File: config.mk
export PLATFORM = sky130hd
export DESIGN_NAME = tx_link_scheduler
export DESIGN_NICKNAME = d
export VERILOG_FILES = /design/src/rtl/tx_link_scheduler.sv
export SDC_FILE = /design/constraint.sdc
export NUM_CORES = 1
export LEC_CHECK = 0
export CAP_MARGIN = 20
export CORE_UTILIZATION = 50
export DETAILED_ROUTE_END_ITERATION = 8
export PLACE_DENSITY = 0.83
export SYNTH_ARGS = -nofsm -noshare
export SYNTH_HDL_FRONTEND = slang
export SYNTH_SLANG_ARGS = --single-unit
File: constraint.sdc
create_clock -name clk -period 2.1 [get_ports clk]
set_clock_uncertainty 0.1 [all_clocks]
set_input_delay 0.315 -clock clk [delete_from_list [all_inputs] [get_ports clk]]
set_output_delay 0.315 -clock clk [all_outputs]
set_load 0.01 [all_outputs]
File: src/rtl/tx_link_scheduler.sv
// tx_link_scheduler: shares one 8b/10b encoder between two byte sources.
// One word slot lasts WORD_BITS clocks. Each slot is decided in the cycle
// bit_cnt==WORD_BITS-2, registered at that edge, and strobed to the encoder
// in the cycle that follows. Bursts are framed with a header byte. A forced
// idle word after SYNC_INTERVAL consecutive non-idle words keeps the far end
// comma-aligned.
module tx_link_scheduler #(
  parameter int          WORD_BITS     = 10,
  parameter int          MAX_BURST     = 16,
  parameter int          SYNC_INTERVAL = 64,
  parameter logic [7:0]  HDR_A         = 8'hF0,
  parameter logic [7:0]  HDR_B         = 8'hF1
) (
  input  logic       clk,
  input  logic       rst_n,
  input  logic       a_valid,
  input  logic [7:0] a_data,
  output logic       a_ready,
  input  logic       b_valid,
  input  logic [7:0] b_data,
  output logic       b_ready,
  output logic       enc_nextword_enable,
  output logic       enc_idle,
  output logic [7:0] enc_d,
  output logic       cur_chan
);

  localparam int BW = (WORD_BITS > 2) ? $clog2(WORD_BITS) : 1;
  localparam int CW = $clog2(MAX_BURST + 1);
  localparam int SW = $clog2(SYNC_INTERVAL + 1);

  typedef enum logic {IDLE, DATA} state_t;

  state_t        state, state_nx;
  logic [BW-1:0] bit_cnt;
  logic [CW-1:0] burst_cnt, burst_nx;
  logic [SW-1:0] sync_cnt, sync_nx;
  logic          last_srv, last_nx;   // 0 = A, 1 = B
  logic          chan_nx, idle_nx;
  logic [7:0]    d_nx;
  logic          take_a, take_b;
  logic          dec, gnt_valid, win, other_valid, any_valid;

  assign dec         = (bit_cnt == BW'(WORD_BITS - 2));
  assign gnt_valid   = cur_chan ? b_valid : a_valid;
  // Round robin: on a tie the source not served last wins.
  assign win         = (a_valid && b_valid) ? ~last_srv : b_valid;
  assign other_valid = win ? a_valid : b_valid;
  assign any_valid   = a_valid | b_valid;

  // Ready only in the decision cycle of a data slot; reset kills a pending word.
  assign a_ready = rst_n & dec & take_a;
  assign b_ready = rst_n & dec & take_b;

  // Slot decision: what the next word is and how the grant state moves.
  always_comb begin
    state_nx = state;
    burst_nx = burst_cnt;
    sync_nx  = sync_cnt;
    last_nx  = last_srv;
    chan_nx  = cur_chan;
    idle_nx  = 1'b1;
    d_nx     = 8'h00;
    take_a   = 1'b0;
    take_b   = 1'b0;
    if (sync_cnt == SW'(SYNC_INTERVAL)) begin
      // Forced comma-alignment idle; the grant is dropped.
      state_nx = IDLE;
      sync_nx  = '0;
    end else if (state == DATA && gnt_valid && burst_cnt < CW'(MAX_BURST)) begin
      idle_nx  = 1'b0;
      d_nx     = cur_chan ? b_data : a_data;
      take_a   = ~cur_chan;
      take_b   = cur_chan;
      burst_nx = burst_cnt + CW'(1);
      sync_nx  = sync_cnt + SW'(1);
    end else if (any_valid) begin
      idle_nx = 1'b0;
      sync_nx = sync_cnt + SW'(1);
      if (state == DATA && win == cur_chan && !other_valid) begin
        // Same source keeps the link with nobody waiting: no new header.
        d_nx     = cur_chan ? b_data : a_data;
        take_a   = ~cur_chan;
        take_b   = cur_chan;
        burst_nx = CW'(1);
      end else begin
        d_nx     = win ? HDR_B : HDR_A;
        chan_nx  = win;
        last_nx  = win;
        state_nx = DATA;
        burst_nx = '0;
      end
    end else begin
      state_nx = IDLE;
      sync_nx  = '0;
    end
  end

  // Grant state register, advanced only at decision edges.
  always_ff @(posedge clk) begin
    if (!rst_n)   state <= IDLE;
    else if (dec) state <= state_nx;
  end

  // Bit counter, encoder outputs and slot bookkeeping.
  always_ff @(posedge clk) begin
    if (!rst_n) begin
      bit_cnt             <= '0;
      enc_nextword_enable <= 1'b0;
      enc_idle            <= 1'b1;
      enc_d               <= 8'h00;
      cur_chan            <= 1'b0;
      last_srv            <= 1'b1;
      burst_cnt           <= '0;
      sync_cnt            <= '0;
    end else begin
      bit_cnt             <= (bit_cnt == BW'(WORD_BITS - 1)) ? '0 : bit_cnt + BW'(1);
      enc_nextword_enable <= dec;
      if (dec) begin
        enc_idle  <= idle_nx;
        enc_d     <= d_nx;
        cur_chan  <= chan_nx;
        last_srv  <= last_nx;
        burst_cnt <= burst_nx;
        sync_cnt  <= sync_nx;
      end
    end
  end

endmodule

After elaboration in Yosys (flattened, before gate mapping)
Index checks and enable logic that the tools add are counted.

Add/subtract/negate cells: 3. $lt $le $gt $ge: 1. Equality and inequality tests: 6. Muxes and demuxes: 30. Bitwise logic cells: 10. Reduce and logical (&&, ||, !) cells: 11.

Operators with widths (count): $mux W8 (5); $mux W7 (3); $mux W1 (20); $mux W5 (2); $eq A4 B4 Y1 const B (2); $add A7 B1 Y7 const B (1); $eq A7 B7 Y1 const B (1); $not A1 Y1 (6); $reduce_and A3 Y1 (2); $add A5 B1 Y5 const B (1); $logic_and A1 B1 Y1 (5); $lt A5 B5 Y1 const B (1); $reduce_and A5 Y1 (1); $add A4 B1 Y4 const B (1); $and A1 B1 Y1 (3); $ne A3 B3 Y1 const B (1); $ne A2 B2 Y1 const B (1); $reduce_bool A2 Y1 (1); $reduce_or A2 Y1 (1); $eq A1 B1 Y1 (1); $logic_not A1 Y1 (1); $or A1 B1 Y1 (1).

Bits in registers: 29.

Longest topological paths before layout
Depth in word-level cells: 10. Mapped depth: 7.

Worst setup path before layout
Ideal clock, no wire load.

Kind: flip-flop to output port. Start: reg sync_cnt[0]. End: out a_ready. Data arrival time: 1497 ps. Data required time: 1685 ps. Slack: 188 ps. Cell stages (with the launch flop): 7. Path through: dfxtp_1 inv_1 ha_1 nor2b_1 a211oi_2 nand4_1 nor2_1.

Word-level cells in the longest chain between the ends: 3.

Ends and longest elaborated chain: start: declaration (RTL line 37) `logic [SW-1:0] sync_cnt, sync_nx;`; start signal: assignment (RTL line 125) `sync_cnt <= sync_nx;`; $eq A7 B7 Y1 (RTL line 66) `if (sync_cnt == SW'(SYNC_INTERVAL)) begin`; $mux W1 (RTL line 66); $and A1 B1 Y1 (RTL line 52) `assign a_ready = rst_n & dec & take_a;`; end: declaration (RTL line 18) `output logic a_ready,`.

Every way passes these cells.

Worst setup path after layout
Same ends and word-level chain as after synthesis.

==> results.txt <==
----------------------------------------------------
[Outcome]
  Status ... complete, but fails checks
  Failing checks ... DRC, setup timing

[Route]
  Vias per inst ... roughly 5.7
  Via Count ... approximately 1,500
  Routed wire length ... approximately 4.1 mm
  Number of design-rule violations left by the first detailed-router iteration ... 78
  DRC viols ... 4
  First-pass iteration count of the detailed router ... 6
  Routed wire length per instance ... between 10 and 15 um
  Number of nets with antenna violations after routing ... 0

[Worst setup path]
  Critical path start-end classification ... reg -> out
  Source of the critical timing path ... sync_cnt[0]
  Startpoint of the worst-slack reg-to-reg timing path ... bit_cnt[0]
  Element type at the critical path start ... register
  Capture point of the worst path ... a_ready
  Top fanout value on the critical path ... 2
  Reg2reg setup slack ... approximately 0.20 ns
  Destination of the worst register-to-register timing path ... enc_d[7]
  Cell at the slowest stage of the critical path ... sky130_fd_sc_hd__dfxtp_2
  Worst EP required ... about 1.7 ns
  Maximum single-stage delay on the critical path ... between 0.3 and 0.4 ns
  Worst EP arrival ... ~1.8 ns
  Kind of capture point of the worst setup path ... output port
  Crit-path cells ... inv_2, ha_4, nor2b_4, a211oi_2, nand4_1, buf_4, nor2_1, buf_2
  Count of cells along the worst register-to-register path ... 7

[Power]
  Leakage dissipation ... about 0.00088 uW
  Largest vdd supply drop ... 0.0005458 V
  Post-layout power ... 1009 uW
  Power Density ... between 400 and 500 nW/um^2

[Synth]
  Netlist Area Pre-Place ... between 1500 and 2000 um^2
  Number of library cell types mapped by synthesis ... 45
  Fraction of synthesized cell area taken by the top area cell type ... 0.3772
  Post-synth ARST share ... 0
  Leading post-synthesis cells by instance count ... 29 x sky130_fd_sc_hd__dfxtp_1, 16 x sky130_fd_sc_hd__a21oi_1, 12 x sky130_fd_sc_hd__nor2_1
  Primary FF master, synth ... sky130_fd_sc_hd__dfxtp_1
  Library cell with the highest instance count after synthesis ... sky130_fd_sc_hd__dfxtp_1
  Count of yosys warnings during synthesis ... 0
  Share of synthesized area occupied by flip-flops and latches ... 0.3772
  Leading post-synthesis cells by cell area ... sky130_fd_sc_hd__dfxtp_1 38%, sky130_fd_sc_hd__a21oi_1 5.2%, sky130_fd_sc_hd__ha_1 4.9%
  Post-Syn Instances ... around 170
  Synth Net Count ... between 150 and 200
  EDFF count, synth ... 0
  Per-instance average area after synthesis ... ~8.9 um^2
  Most area-hungry cell type in the Yosys netlist ... sky130_fd_sc_hd__dfxtp_1
  FF+latch count, synth ... 29

[Clocking]
  Longest Clk Path Bufs ... 2
  Clock buffers created by TritonCTS ... 5
  Clock insertion delay at the later pin of the skew report ... between 0.3 and 0.4 ns
  H-tree levels ... 2
  CTS tree ... built
  Clock-pin transition on the worst setup and hold timing paths ... roughly 0.09 ns
  CTS root buffer ... sky130_fd_sc_hd__clkbuf_4
  CTS Hold Bufs ... 0
  CTS sink count ... 29

[Place]
  Dpl cell area ... approximately 2100 um^2
  Count of input and output buffers ... 32
  Post-placement worst setup slack ... -0.4174 ns
  Hpwl dp ... just under 3 mm
  Weighted congestion at the end of routability-driven global placement ... ~0.87

[Global routing]
  Vias in the first global route ... approximately 1,500
  Pin count of the biggest net entering global routing ... 22
  First-pass GRT wire length ... ~6.4 mm
  GRT Residual Overflow ... 0
  Number of antenna violations at the first check in global routing ... 0
  GR Util All Layers ... 0.2519

[STA]
  Pin slew with the least headroom to its limit ... roughly 0.43 ns
  Final Hold Viols ... 0
  Headroom to the max-slew limit ... 0.7123
  Max-slew violation total from the final report ... 0
  Post-route clock period utilization ... 1.061
  Unrepaired setup endpoints after global routing ... true
  Top achievable clock speed ... approximately 0.45 GHz
  Min setup slack post-route ... -0.1272 ns
  Post-layout minimum cycle time ... around 2.2 ns
  Final worst hold slack ... 0.3590 ns
  Finish-stage setup viols ... 2

[Final layout]
  Area growth from synthesis to layout ... 42.60%
  Share of final-layout standard cells stronger than drive strength 1 ... 0.2750
  Final #Nets ... 265
  Filler instances ... a little under 200
  Total inserted antenna cells ... 0
  Cell area after layout ... approximately 2200 um^2

[Floorplanning]
  Core footprint ... between 2000 and 3000 um^2
  Width of the chip ... 57.48 um
  Effective utilization at floorplan ... 0.5440
  Area of the die ... approximately 3300 um^2
  Die Ht ... between 50 and 60 um
  Number of primary I/O pins ... 33
  Standard-cell row count ... 19

[Run]
  Reported max-cap violation count ... 0

[Min path]
  Path class of the lowest-slack min-delay path ... reg -> reg

----------------------------------------------------
how the worst min path moves through the flow:
| stage | startpoint | endpoint | cells after the start |
|---|---|---|---|
| floorplan | burst_cnt[3] | burst_cnt[3] | 2 |
| global placement | enc_idle | enc_idle | 1 |
| detailed placement | enc_idle | enc_idle | 1 |
| CTS | enc_d[6] | enc_d[6] | 2 |
| global route | enc_d[6] | enc_d[6] | 2 |
| finish | enc_idle | enc_idle | 1 |
worst max-delay path, delay by kind of cell (launching register included):
family                     cells  cell delay, ns
and+or+nand+nor                3            0.39
DFF                            1            0.34
adders and majority gates      1            0.14
buffers and inverters          3            0.36
AOI/OAI and AO/OA              1            0.27
report_power, final:
part | switching (uW) | internal, uW
clock network | 197 | 127
registers | 3.33 | 555
logic | 52.8 | 72.9
cell families after synthesis:
logic type / synth area share
flip-flops: 0.3772
multiplexers: 0.04715
buffers and inverters: 0.05041
AO/OA/AOI/OAI: 0.2285
XOR/XNOR: 0.01708
adder cells (fa/ha/maj): 0.04878
AND/OR/NAND/NOR: 0.2309
state kept, by name, indices dropped and copies added (netlist names):
register	flops
enc_d	8
sync_cnt	7
burst_cnt	5
bit_cnt	4
cur_chan	1
enc_idle	1
enc_nextword_enable	1
last_srv	1
state	1
final cells by class:
type	count	area (um^2)	share of cell area
timing repair buffer	67	576.8	0.2628
clock inverter	2	10.01	0.004561
tap	31	38.79	0.01767
sequential	29	584.3	0.2662
inverter	10	37.54	0.01710
multi-input combinational	126	905.9	0.4128
clock buffer	6	41.29	0.01881
cell usage in the layout (no fill, tap or decap), drive strengths merged, types with 2 or more instances in the layout:
master,Yosys,layout
inv,10,10
clkbuf,3,6
nor2b,6,6
a311oi,2,2
a221oi,2,2
o41ai,2,2
o21ai,11,11
clkinv,0,2
a211o,3,3
and3,2,2
nor3,4,4
clkdlybuf4s50,0,30
dfxtp,29,29
buf,5,37
mux2i,6,6
nor2,13,13
nand2,11,11
nand4,3,3
a21o,2,2
nand3,10,10
nand2b,2,2
and2,3,3
a31o,3,3
a21oi,16,16
nand3b,3,3
ha,6,6
xor2,2,2
what timing repair did:
action / 4_1_cts / 5_1_grt
gates cloned: 0 / 0
resized for setup: 17 / 4
pin swaps: 3 / 2
setup endpoints to repair: 2 / 3
setup buffers: 2 / 3
layer usage:
layer / global-route usage / wire length, um / share of wire / vias up
met4: 0.09408 / 30 / 0.0074 / 0
met2: 0.4319 / 2035 / 0.50 / 62
met5: 0 / 0 / 0 / -
met1: 0.3041 / 1661 / 0.41 / 718
li1: - / - / - / 752
met3: 0.06122 / 334 / 0.082 / 6
through the flow:
step,setup TNS [ns],instances,utilization
6_report,-0.2533,271,0.7758
5_1_grt,-0.4598,271,0.7758
4_1_cts,-0.1117,268,0.7621
3_5_place_dp,-0.8313,258,0.7364
3_3_place_gp,-0.7371,258,0.7364
2_1_floorplan,0,173,-
No activity file was read; power rests on OpenSTA's default activity.
